`config.mk`:
```
export PLATFORM = sky130hd
export DESIGN_NAME = rv32i_inst_encoder
export DESIGN_NICKNAME = d
export VERILOG_FILES = /design/src/rtl/rv32i_inst_encoder.sv
export SDC_FILE = /design/constraint.sdc
export NUM_CORES = 1
export LEC_CHECK = 0
export CORE_MARGIN = 3
export CORE_UTILIZATION = 46
export DETAILED_ROUTE_END_ITERATION = 8
export DONT_BUFFER_PORTS = 1
export HOLD_SLACK_MARGIN = 0.06
export PLACE_DENSITY_LB_ADDON = 0.15
export SLEW_MARGIN = 20
export SYNTH_ARGS = -nofsm -noshare
export SYNTH_HDL_FRONTEND = slang
export SYNTH_SLANG_ARGS = --single-unit
```
`constraint.sdc`:
```
create_clock -name clk -period 2.6 [get_ports clk]
set_input_delay 0.26 -clock clk [delete_from_list [all_inputs] [get_ports clk]]
set_output_delay 0.26 -clock clk [all_outputs]
set_load 0.02 [all_outputs]
```
`src/rtl/rv32i_inst_encoder.sv`:
```
// RV32I field-to-word encoder: two-stage valid/ready pipeline that packs decoded
// fields by opcode format and flags unencodable field sets instead of emitting them.
module rv32i_inst_encoder #(
   parameter int COUNT_WIDTH = 32
) (
   input  logic                   clk,
   input  logic                   rst_n,
   input  logic                   in_valid,
   output logic                   in_ready,
   input  logic [6:0]             in_opcode,
   input  logic [4:0]             in_rd,
   input  logic [4:0]             in_rs1,
   input  logic [4:0]             in_rs2,
   input  logic [2:0]             in_funct3,
   input  logic [6:0]             in_funct7,
   input  logic [31:0]            in_imm,
   output logic                   out_valid,
   input  logic                   out_ready,
   output logic [31:0]            out_inst,
   output logic                   out_error,
   input  logic                   count_clear,
   output logic [COUNT_WIDTH-1:0] encoded_count,
   output logic [COUNT_WIDTH-1:0] error_count
);

   typedef enum logic [2:0] {FMT_R, FMT_I, FMT_S, FMT_B, FMT_U, FMT_J, FMT_X} fmt_e;

   typedef struct packed {
      fmt_e        fmt;
      logic        err;
      logic [6:0]  op;
      logic [4:0]  rd;
      logic [4:0]  rs1;
      logic [4:0]  rs2;
      logic [2:0]  f3;
      logic [6:0]  f7;
      logic [31:0] imm;
   } enc_req_t;

   logic [2:1] vld_pipe;
   logic       s2_free;
   enc_req_t   s1_d, s1_q;
   logic [31:0] word;
   logic       imm12_ok, b_ok, j_ok, shamt_ok;

   assign s2_free   = !vld_pipe[2] || out_ready;
   assign in_ready  = !vld_pipe[1] || s2_free;
   assign out_valid = vld_pipe[2];

   // Range checks are expressed as "upper bits are a pure sign extension".
   assign imm12_ok = (in_imm[31:11] == '0) || (in_imm[31:11] == '1);
   assign b_ok     = ((in_imm[31:12] == '0) || (in_imm[31:12] == '1)) && !in_imm[0];
   assign j_ok     = ((in_imm[31:20] == '0) || (in_imm[31:20] == '1)) && !in_imm[0];
   assign shamt_ok = (in_imm[31:5] == '0) ||
                     ((in_funct3 == 3'd5) && (in_imm[31:5] == {20'h0, 7'h20}));

   always_comb begin
      s1_d     = '0;
      s1_d.op  = in_opcode;
      s1_d.rd  = in_rd;
      s1_d.rs1 = in_rs1;
      s1_d.rs2 = in_rs2;
      s1_d.f3  = in_funct3;
      s1_d.f7  = in_funct7;
      s1_d.imm = in_imm;
      s1_d.fmt = FMT_X;
      s1_d.err = 1'b0;
      case (in_opcode)
         7'h33: begin
            s1_d.fmt = FMT_R;
            if (in_funct7 == 7'h00)
               s1_d.err = 1'b0;
            else if (in_funct7 == 7'h20)
               s1_d.err = !((in_funct3 == 3'd0) || (in_funct3 == 3'd5));
            else
               s1_d.err = 1'b1;
         end
         7'h13, 7'h03, 7'h67, 7'h73, 7'h0F: begin
            s1_d.fmt = FMT_I;
            s1_d.err = !imm12_ok;
            if ((in_opcode == 7'h13) && ((in_funct3 == 3'd1) || (in_funct3 == 3'd5)))
               s1_d.err = !shamt_ok;
            if ((in_opcode == 7'h03) && ((in_funct3 == 3'd3) || (in_funct3 == 3'd6) ||
                                         (in_funct3 == 3'd7)))
               s1_d.err = 1'b1;
         end
         7'h23: begin
            s1_d.fmt = FMT_S;
            s1_d.err = !imm12_ok;
         end
         7'h63: begin
            s1_d.fmt = FMT_B;
            s1_d.err = !b_ok || (in_funct3 == 3'd2) || (in_funct3 == 3'd3);
         end
         7'h37, 7'h17: begin
            s1_d.fmt = FMT_U;
            s1_d.err = (in_imm[11:0] != 12'h0);
         end
         7'h6F: begin
            s1_d.fmt = FMT_J;
            s1_d.err = !j_ok;
         end
         default: begin
            s1_d.fmt = FMT_X;
            s1_d.err = 1'b1;
         end
      endcase
   end

   always_comb begin
      word = '0;
      case (s1_q.fmt)
         FMT_R: word = {s1_q.f7, s1_q.rs2, s1_q.rs1, s1_q.f3, s1_q.rd, s1_q.op};
         FMT_I: word = {s1_q.imm[11:0], s1_q.rs1, s1_q.f3, s1_q.rd, s1_q.op};
         FMT_S: word = {s1_q.imm[11:5], s1_q.rs2, s1_q.rs1, s1_q.f3, s1_q.imm[4:0], s1_q.op};
         FMT_B: word = {s1_q.imm[12], s1_q.imm[10:5], s1_q.rs2, s1_q.rs1, s1_q.f3,
                        s1_q.imm[4:1], s1_q.imm[11], s1_q.op};
         FMT_U: word = {s1_q.imm[31:12], s1_q.rd, s1_q.op};
         FMT_J: word = {s1_q.imm[20], s1_q.imm[10:1], s1_q.imm[11], s1_q.imm[19:12],
                        s1_q.rd, s1_q.op};
         default: word = '0;
      endcase
      if (s1_q.err)
         word = '0;
   end

   // Stage-1 payload needs no reset; it is only observed behind vld_pipe[1].
   always_ff @(posedge clk) begin
      if (in_ready && in_valid)
         s1_q <= s1_d;
   end

   always_ff @(posedge clk) begin
      if (!rst_n) begin
         vld_pipe  <= '0;
         out_inst  <= '0;
         out_error <= 1'b0;
      end else begin
         if (in_ready)
            vld_pipe[1] <= in_valid;
         if (s2_free) begin
            vld_pipe[2] <= vld_pipe[1];
            if (vld_pipe[1]) begin
               out_inst  <= word;
               out_error <= s1_q.err;
            end
         end
      end
   end

   always_ff @(posedge clk) begin
      if (!rst_n || count_clear) begin
         encoded_count <= '0;
         error_count   <= '0;
      end else if (out_valid && out_ready) begin
         if (out_error)
            error_count <= error_count + COUNT_WIDTH'(1);
         else
            encoded_count <= encoded_count + COUNT_WIDTH'(1);
      end
   end

endmodule

```
==> results of run 1 <==
-- final timing paths --
check	cells past startpoint	slack [ps]	to	start
max	6	360	error_count[30]	error_count[15]
min	2	80	s1_q[67]	in_opcode[3]
max reg2reg	6	360	error_count[30]	error_count[15]
min reg2reg	2	510	out_inst[6]	s1_q[63]
-- per-stage QoR --
| step | cell area, um^2 | worst slack, ps |
|---|---|---|
| after global routing | 8640 | 170 |
| after detailed placement | 7380 | 356 |
| after CTS | 8640 | 363 |
| after global placement | 7380 | 431 |
| final | 8640 | 363 |
| after floorplan | 7000 | 336 |
-- registers in the layout (all words and copies together), names as in the netlist --
name,count
out_error,1
error_count,32
vld_pipe,2
encoded_count,32
out_inst,32
s1_q,68
-- Yosys cell counts (all sizes together) (3+ instances only) --
library cell,n
and4,3
buf,7
nor2b,39
nand2,44
a22oi,46
a22o,5
clkbuf,24
nor2,77
nand3,25
nor4,10
or4,4
and2,5
and3,10
xnor2,16
a32oi,3
o22ai,8
a211oi,3
mux2i,5
dfxtp,99
nor3,9
nand2b,5
xor2,40
edfxtp,68
a21oi,18
inv,18
o21ai,29
nand4,23
or3,9
-- worst reg2reg max path, cell delays in order (launching register included) --
cell and delay, ps:
dfxtp_1 490, nand4_1 210, or4_1 580, nor4_2 430, nand3_1 160, xor2_1 180
nor2_1 50
-- layout make-up --
class / instances / area share
Clock buffer: 22 / 0.0562
Clock inverter: 10 / 0.0138
Inverter: 18 / 0.00782
Multi-Input combinational cell: 457 / 0.324
Sequential cell: 167 / 0.466
Tap cell: 184 / 0.0266
Timing Repair Buffer: 99 / 0.106
-- per-layer routing --
layer,up-vias,wire length [um]
li1,2610,-
met1,2565,6850
met2,182,9050
met3,17,1510
met4,0,265
met5,-,0
-- power by group --
group | switching (mW) | total [mW] | leakage (nW) | internal (mW)
sequential | 0.0400 | 2.84 | 1.46 | 2.80
combinational | 0.137 | 0.271 | 1.23 | 0.134
clock | 1.00 | 2.53 | 0.288 | 1.53
-- kinds of logic after synthesis --
| kind of cell | Yosys count |
|---|---|
| and+or+nand+nor | 271 |
| AOI/OAI and AO/OA | 121 |
| DFF | 167 |
| xor gates and xnor gates | 56 |
| muxes | 7 |
| buffers and inverters | 49 |
| adders and majority gates | 2 |
==> metrics.csv, run 1 <==
metric;value;unit
status;finished, final reports clean;
tightest_slew;751;ps
cts_root_buf;clkbuf_16;
netlist_top_cells_area;edfxtp_1, dfxtp_1, xor2_1, a22oi_1, nor2_1;
synthAdderAreaFrac;0.00358;
ctsResizeCount;0;
busiest_layer;met2;
synth_area;7000;um^2
cts_made_buffers;17;
required;2890;ps
grt_use_met2;0.367;
overflow;0;
synth.avg_cell_area;10.4;um^2
grt_pass1_vias;5354;
die_x;129;um
clk_pin_slew_worst_paths;60;ps
synth_xor_area_frac;0.0701;
cap_viol_max_count;0;
synth_compound_area_frac;0.114;
fin_crit;2240;ps
clk_latency;420;ps
wl_per_cell;18.5;um
path_class;register to register;
rsz0062_at_grt;false;
path_cells;nand4_1 -> or4_1 -> nor4_2 -> nand3_1 -> xor2_1 -> nor2_1;
synth_top_family_by_area;simple AND/OR/NAND/NOR gates;
max-slew-margin-rel;0.498;
fillers;1239;
drt_wl_total;17700;um
synth_ff_type;dfxtp_1;
critPathArrivalTime;2530;ps
die_area;16700;um^2
cts_tree;built;
gr-usage-met1;0.239;
synth_area_leader_cell;edfxtp_1;
final_util;0.588;
antenna_found_initial;0;
nNetsFinal;831;
dp.cells;859;
drtIter0Drc;335;
antenna_cells;0;
die_y;129;um
first_pass_iters;5;
hp-class;input pin to register;
crit_family;simple AND/OR/NAND/NOR gates;
post_drt_via_cell_ratio;5.62;
critPathMaxFanout;4;
max_freq;0.447;GHz
grtUsageMet3;0.0783;
worstSetupEndpointType;register;
finalSetupViolCount;0;
ir_drop;0.451;mV
multi_input_area;2800;um^2
finalNonFillerCells;957;
drive_gt1_frac;0.0970;
synth_simple_gate_area_share;0.199;
totalPowerFinal;5.64;mW
start_kind;register;
crit_buf_inv;0;
core;14700;um^2
layout_commonest_cell;dfxtp_1;
synth_edf_count;68;
ys_seq_area_frac;0.575;
cpPeakStageDelay;580;ps
synth_mux_area_frac;0.0104;
grt.total_usage;0.212;
mostFrequentLayoutCells;dfxtp_1, nor2_1, edfxtp_1;
p_leak;2.97;nW
finalSetupTns;0;ps
initial_core_util;0.476;
cts_num_sinks;167;
finalCritPeriodShare;0.861;
power_density;653;nW/um^2
ys_types;47;
cts_buffer_depth;2;
drv_slew;0;
hold_violations;0;
postRouteAntennaNets;0;
area_delta_synth_final;23.5;%
holdBufCountCts;66;
ys_warn_count;0;
drc;0;
postCtsSetupBuffers;0;
hpwl;12300;um
timing.critical_path.slowest_stage_cell;or4_1;
port_buffers;0;
rows;44;
grt_pass1_wl;27800;um
regArea;4020;um^2
vias;5374;
synth_nets;744;
ctsHtreeMaxLevel;4;
grt_max_degree;69;
synth_cells;673;
whs;78.0;ps
clock_skew;7.47;ps
ios;168;
place_congestion;0.832;
synth_top_cell_area_share;0.292;
synth_seq_cells;167;
async_flop_share;0;
(Power assumes the default switching activity.)
==> inputs of run 2 (changes only) <==
CORE_MARGIN = 4   (was 3)
HOLD_SLACK_MARGIN = 0.08   (was 0.06)
==> metrics.csv, run 2 (synthesis gave the netlist of run 1 again) <==
metric;value;unit
ios;168;
finalSetupTns;0;ps
status;finished, final reports clean;
top_register;s1_q;
area_delta_synth_final;24.6;%
clock_skew;7.33;ps
core;14700;um^2
rows;44;
clk_pin_slew_worst_paths;60;ps
clk_latency;420;ps
drive_gt1_frac;0.102;
die_area;17200;um^2
first_pass_iters;7;
dp.cells;863;
vias;5398;
drv_slew;0;
cts_root_buf;clkbuf_16;
die_x;131;um
cts_buffer_depth;2;
cap_viol_max_count;0;
ctsHtreeMaxLevel;4;
cts_made_buffers;17;
path_class;register to register;
mostFrequentLayoutCells;dfxtp_1, nor2_1, edfxtp_1;
ir_drop;0.449;mV
fillers;1215;
nNetsFinal;835;
ctsResizeCount;0;
hp-class;input pin to register;
antenna_cells;0;
critPathMaxFanout;8;
grt_pass1_vias;5430;
max-slew-margin-rel;0.420;
finalNonFillerCells;961;
drc;0;
largest_reg_flops;68;
cts_tree;built;
die_y;131;um
finalCritPeriodShare;0.866;
antenna_found_initial;0;
p_leak;3.02;nW
grt.total_usage;0.204;
fin_crit;2250;ps
finalSetupViolCount;0;
start_kind;register;
max_freq;0.444;GHz
worstSetupEndpointType;register;
critPathArrivalTime;2540;ps
cts_num_sinks;167;
wl_per_cell;18.3;um
drt_wl_total;17600;um
port_buffers;0;
drtIter0Drc;355;
grt_pass1_wl;28500;um
place_congestion;0.809;
hpwl;12400;um
overflow;0;
layout_commonest_cell;dfxtp_1;
initial_core_util;0.476;
postRouteAntennaNets;0;
grt_max_degree;69;
required;2880;ps
hold_violations;0;
power_density;670;nW/um^2
post_drt_via_cell_ratio;5.62;
rsz0062_at_grt;false;
tightest_slew;871;ps
==> run 2: through the flow <==
step | setup slack, ps | cell area, um^2 | total power, mW | utilization | hold slack (ps)
3_3_place_gp | 431 | 7400 | 3.07 | 0.503 | 359
2_1_floorplan | 336 | 7000 | 3.03 | - | 359
6_report | 349 | 8720 | 5.84 | 0.593 | 121
3_5_place_dp | 379 | 7400 | 3.08 | 0.503 | 359
4_1_cts | 360 | 8720 | 5.90 | 0.593 | 96.5
5_1_grt | 140 | 8720 | 6.04 | 0.593 | 116
==> run 2: critical path, stage by stage (launching register included) <==
cell     delay [ps]
dfxtp_1         550
and3_1          390
nand4_1         320
nor3_1          460
nand4_1         160
xor2_1          170
nor2_1           60
==> run 2: routing by layer <==
| layer | global-route usage | vias up | part of all wire |
|---|---|---|---|
| met5 | 0 | - | 0 |
| met4 | 0.0823 | 0 | 0.022 |
| met3 | 0.0734 | 28 | 0.080 |
| met2 | 0.352 | 200 | 0.50 |
| met1 | 0.231 | 2555 | 0.40 |
| li1 | - | 2615 | - |
==> run 2: final timing paths <==
kind / cells past startpoint / startpoint / end / slack [ps]
hold reg to reg: 2 / s1_q[62] / out_inst[5] / 510
setup / recovery: 6 / out_error / error_count[31] / 350
hold / removal: 2 / out_ready / vld_pipe[2] / 120
setup reg to reg: 6 / out_error / error_count[31] / 350
==> run 2: final cells by class <==
| cell class | count | area, um^2 | area share |
|---|---|---|---|
| Inverter | 18 | 67.6 | 0.00775 |
| Timing Repair Buffer | 103 | 933 | 0.107 |
| Tap cell | 184 | 230 | 0.0264 |
| Sequential cell | 167 | 4020 | 0.462 |
| Multi-Input combinational cell | 457 | 2800 | 0.321 |
| Clock inverter | 8 | 129 | 0.0148 |
| Clock buffer | 24 | 534 | 0.0613 |
==> run 2: timing repair <==
action | 4_1_cts | 5_1_grt
setup endpoints to repair | 0 | 0
buffers inserted | 0 | 0
hold buffers | 66 | 0
endpoints found under the hold margin | 101 | 0
==> run 2: power by group <==
group	switching (mW)	internal (mW)
Sequential	0.0408	2.80
Clock	0.995	1.74
Combinational	0.136	0.133
Total	1.17	4.67
==> inputs of run 3 (changes only) <==
SETUP_SLACK_MARGIN = 0.4   (was default)
==> metrics.csv, run 3 (synthesis gave the netlist of run 1 again) <==
metric;value;unit
p_leak;3.03;nW
ir_drop;0.427;mV
ctsHtreeMaxLevel;4;
path_cells;nand4_1 -> or4_4 -> or3_4 -> or3_1 -> a21oi_1;
final.setup.worst_slack;515;ps
hp-class;input pin to register;
die_area;17200;um^2
core;14700;um^2
cts_num_sinks;167;
fin_area;8750;um^2
max_freq;0.480;GHz
hold_violations;0;
place_ws;347;ps
hpwl;12600;um
cpPeakStageDelay;570;ps
drive_gt1_frac;0.120;
die_y;131;um
finalNonFillerCells;962;
finalSetupViolCount;0;
grt_pass1_wl;28400;um
hold_end;vld_pipe[2];
cts_root_buf;clkbuf_16;
path_class;register to register;
first_pass_iters;6;
post_drt_via_cell_ratio;5.60;
finalSetupTns;0;ps
power_density;644;nW/um^2
critPathArrivalTime;2430;ps
rsz0062_at_grt;false;
port_buffers;0;
r2r_slack;520;ps
drv_slew;0;
cts_made_buffers;17;
postRouteAntennaNets;0;
max-slew-margin-rel;0.637;
overflow;0;
cts_buffer_depth;2;
clock_skew;7.26;ps
largest_reg_flops;68;
grt_pass1_vias;5393;
mostFrequentLayoutCells;dfxtp_1, nor2_1, edfxtp_1;
cts_tree;built;
clk_pin_slew_worst_paths;60;ps
required;2940;ps
timing.rr.end;encoded_count[27];
layout_commonest_cell;dfxtp_1;
crit_buf_inv;0;
area_delta_synth_final;25.1;%
dp.cells;860;
min_from;out_ready;
place_congestion;0.800;
wl_per_cell;18.4;um
initial_core_util;0.476;
post_dp_cell_area;7390;um^2
status;finished, final reports clean;
clk_latency;410;ps
drtIter0Drc;283;
grt_max_degree;37;
reg2reg_from;encoded_count[6];
finalCritPeriodShare;0.802;
die_x;131;um
vias;5384;
antenna_found_initial;0;
antenna_cells;0;
crit_family;simple AND/OR/NAND/NOR gates;
final_util;0.596;
nNetsFinal;836;
start_kind;register;
ios;168;
drt_wl_total;17700;um
tightest_slew;539;ps
top_register;s1_q;
worstSetupEndpointType;register;
grt.total_usage;0.203;
cap_viol_max_count;0;
drc;0;
holdPathStages;2;
rows;44;
fin_crit;2080;ps
timing.critical_path.slowest_stage_cell;or4_4;
r2r_cells;5;
critPathMaxFanout;9;
run 3: worst max-delay path by stage:
stage | depth (start not counted) | start | end | slack [ps]
after floorplan | 6 | encoded_count[11] | encoded_count[27] | 410
final | 5 | encoded_count[6] | encoded_count[27] | 520
after global routing | 5 | encoded_count[6] | encoded_count[27] | 420
after CTS | 6 | out_error | error_count[21] | 370
after global placement | 5 | encoded_count[8] | encoded_count[31] | 390
after detailed placement | 5 | encoded_count[8] | encoded_count[27] | 350
run 3: layer usage:
metal | share of wire | GRT usage | vias up | routed length (um)
li1 | - | - | 2614 | -
met3 | 0.075 | 0.0799 | 18 | 1330
met2 | 0.51 | 0.355 | 176 | 8990
met4 | 0.018 | 0.0607 | 0 | 324
met1 | 0.40 | 0.230 | 2576 | 7070
met5 | 0 | 0 | - | 0
run 3: repair_timing:
item,4_1_cts,5_1_grt
resized for setup,2,19
hold endpoints to repair,105,0
endpoints found under the setup margin,11,44
hold buffers,67,0
pin swaps,0,3
buffers inserted,0,3
run 3: where the power goes:
group          internal [mW]  switching, mW  leakage (nW)
clock                   1.52           1.01         0.278
combinational          0.141          0.138          1.29
sequential              2.79         0.0412          1.46
total                   4.45           1.19          3.03
run 3: layout make-up:
type,count,area [um^2]
inverters,18,67.6
fillers,1203,5940
multi-input cells,457,2850
repair buffers,104,971
well taps,184,230
flip-flops and latches,167,4050
clock inverters,11,149
clock buffers,21,440
run 3: metrics by stage:
stage	power (mW)	hold WS, ps
finish	5.64	105
global route	5.85	104
CTS	5.69	90.9
detailed placement	3.08	359
global placement	3.08	359
floorplan	3.03	359
run 3: worst register-to-register path, delay by kind of cell, from the launching register on:
kind,cells,cell delay (ps)
compound gates,1,140
simple gates,4,1470
flops,1,400
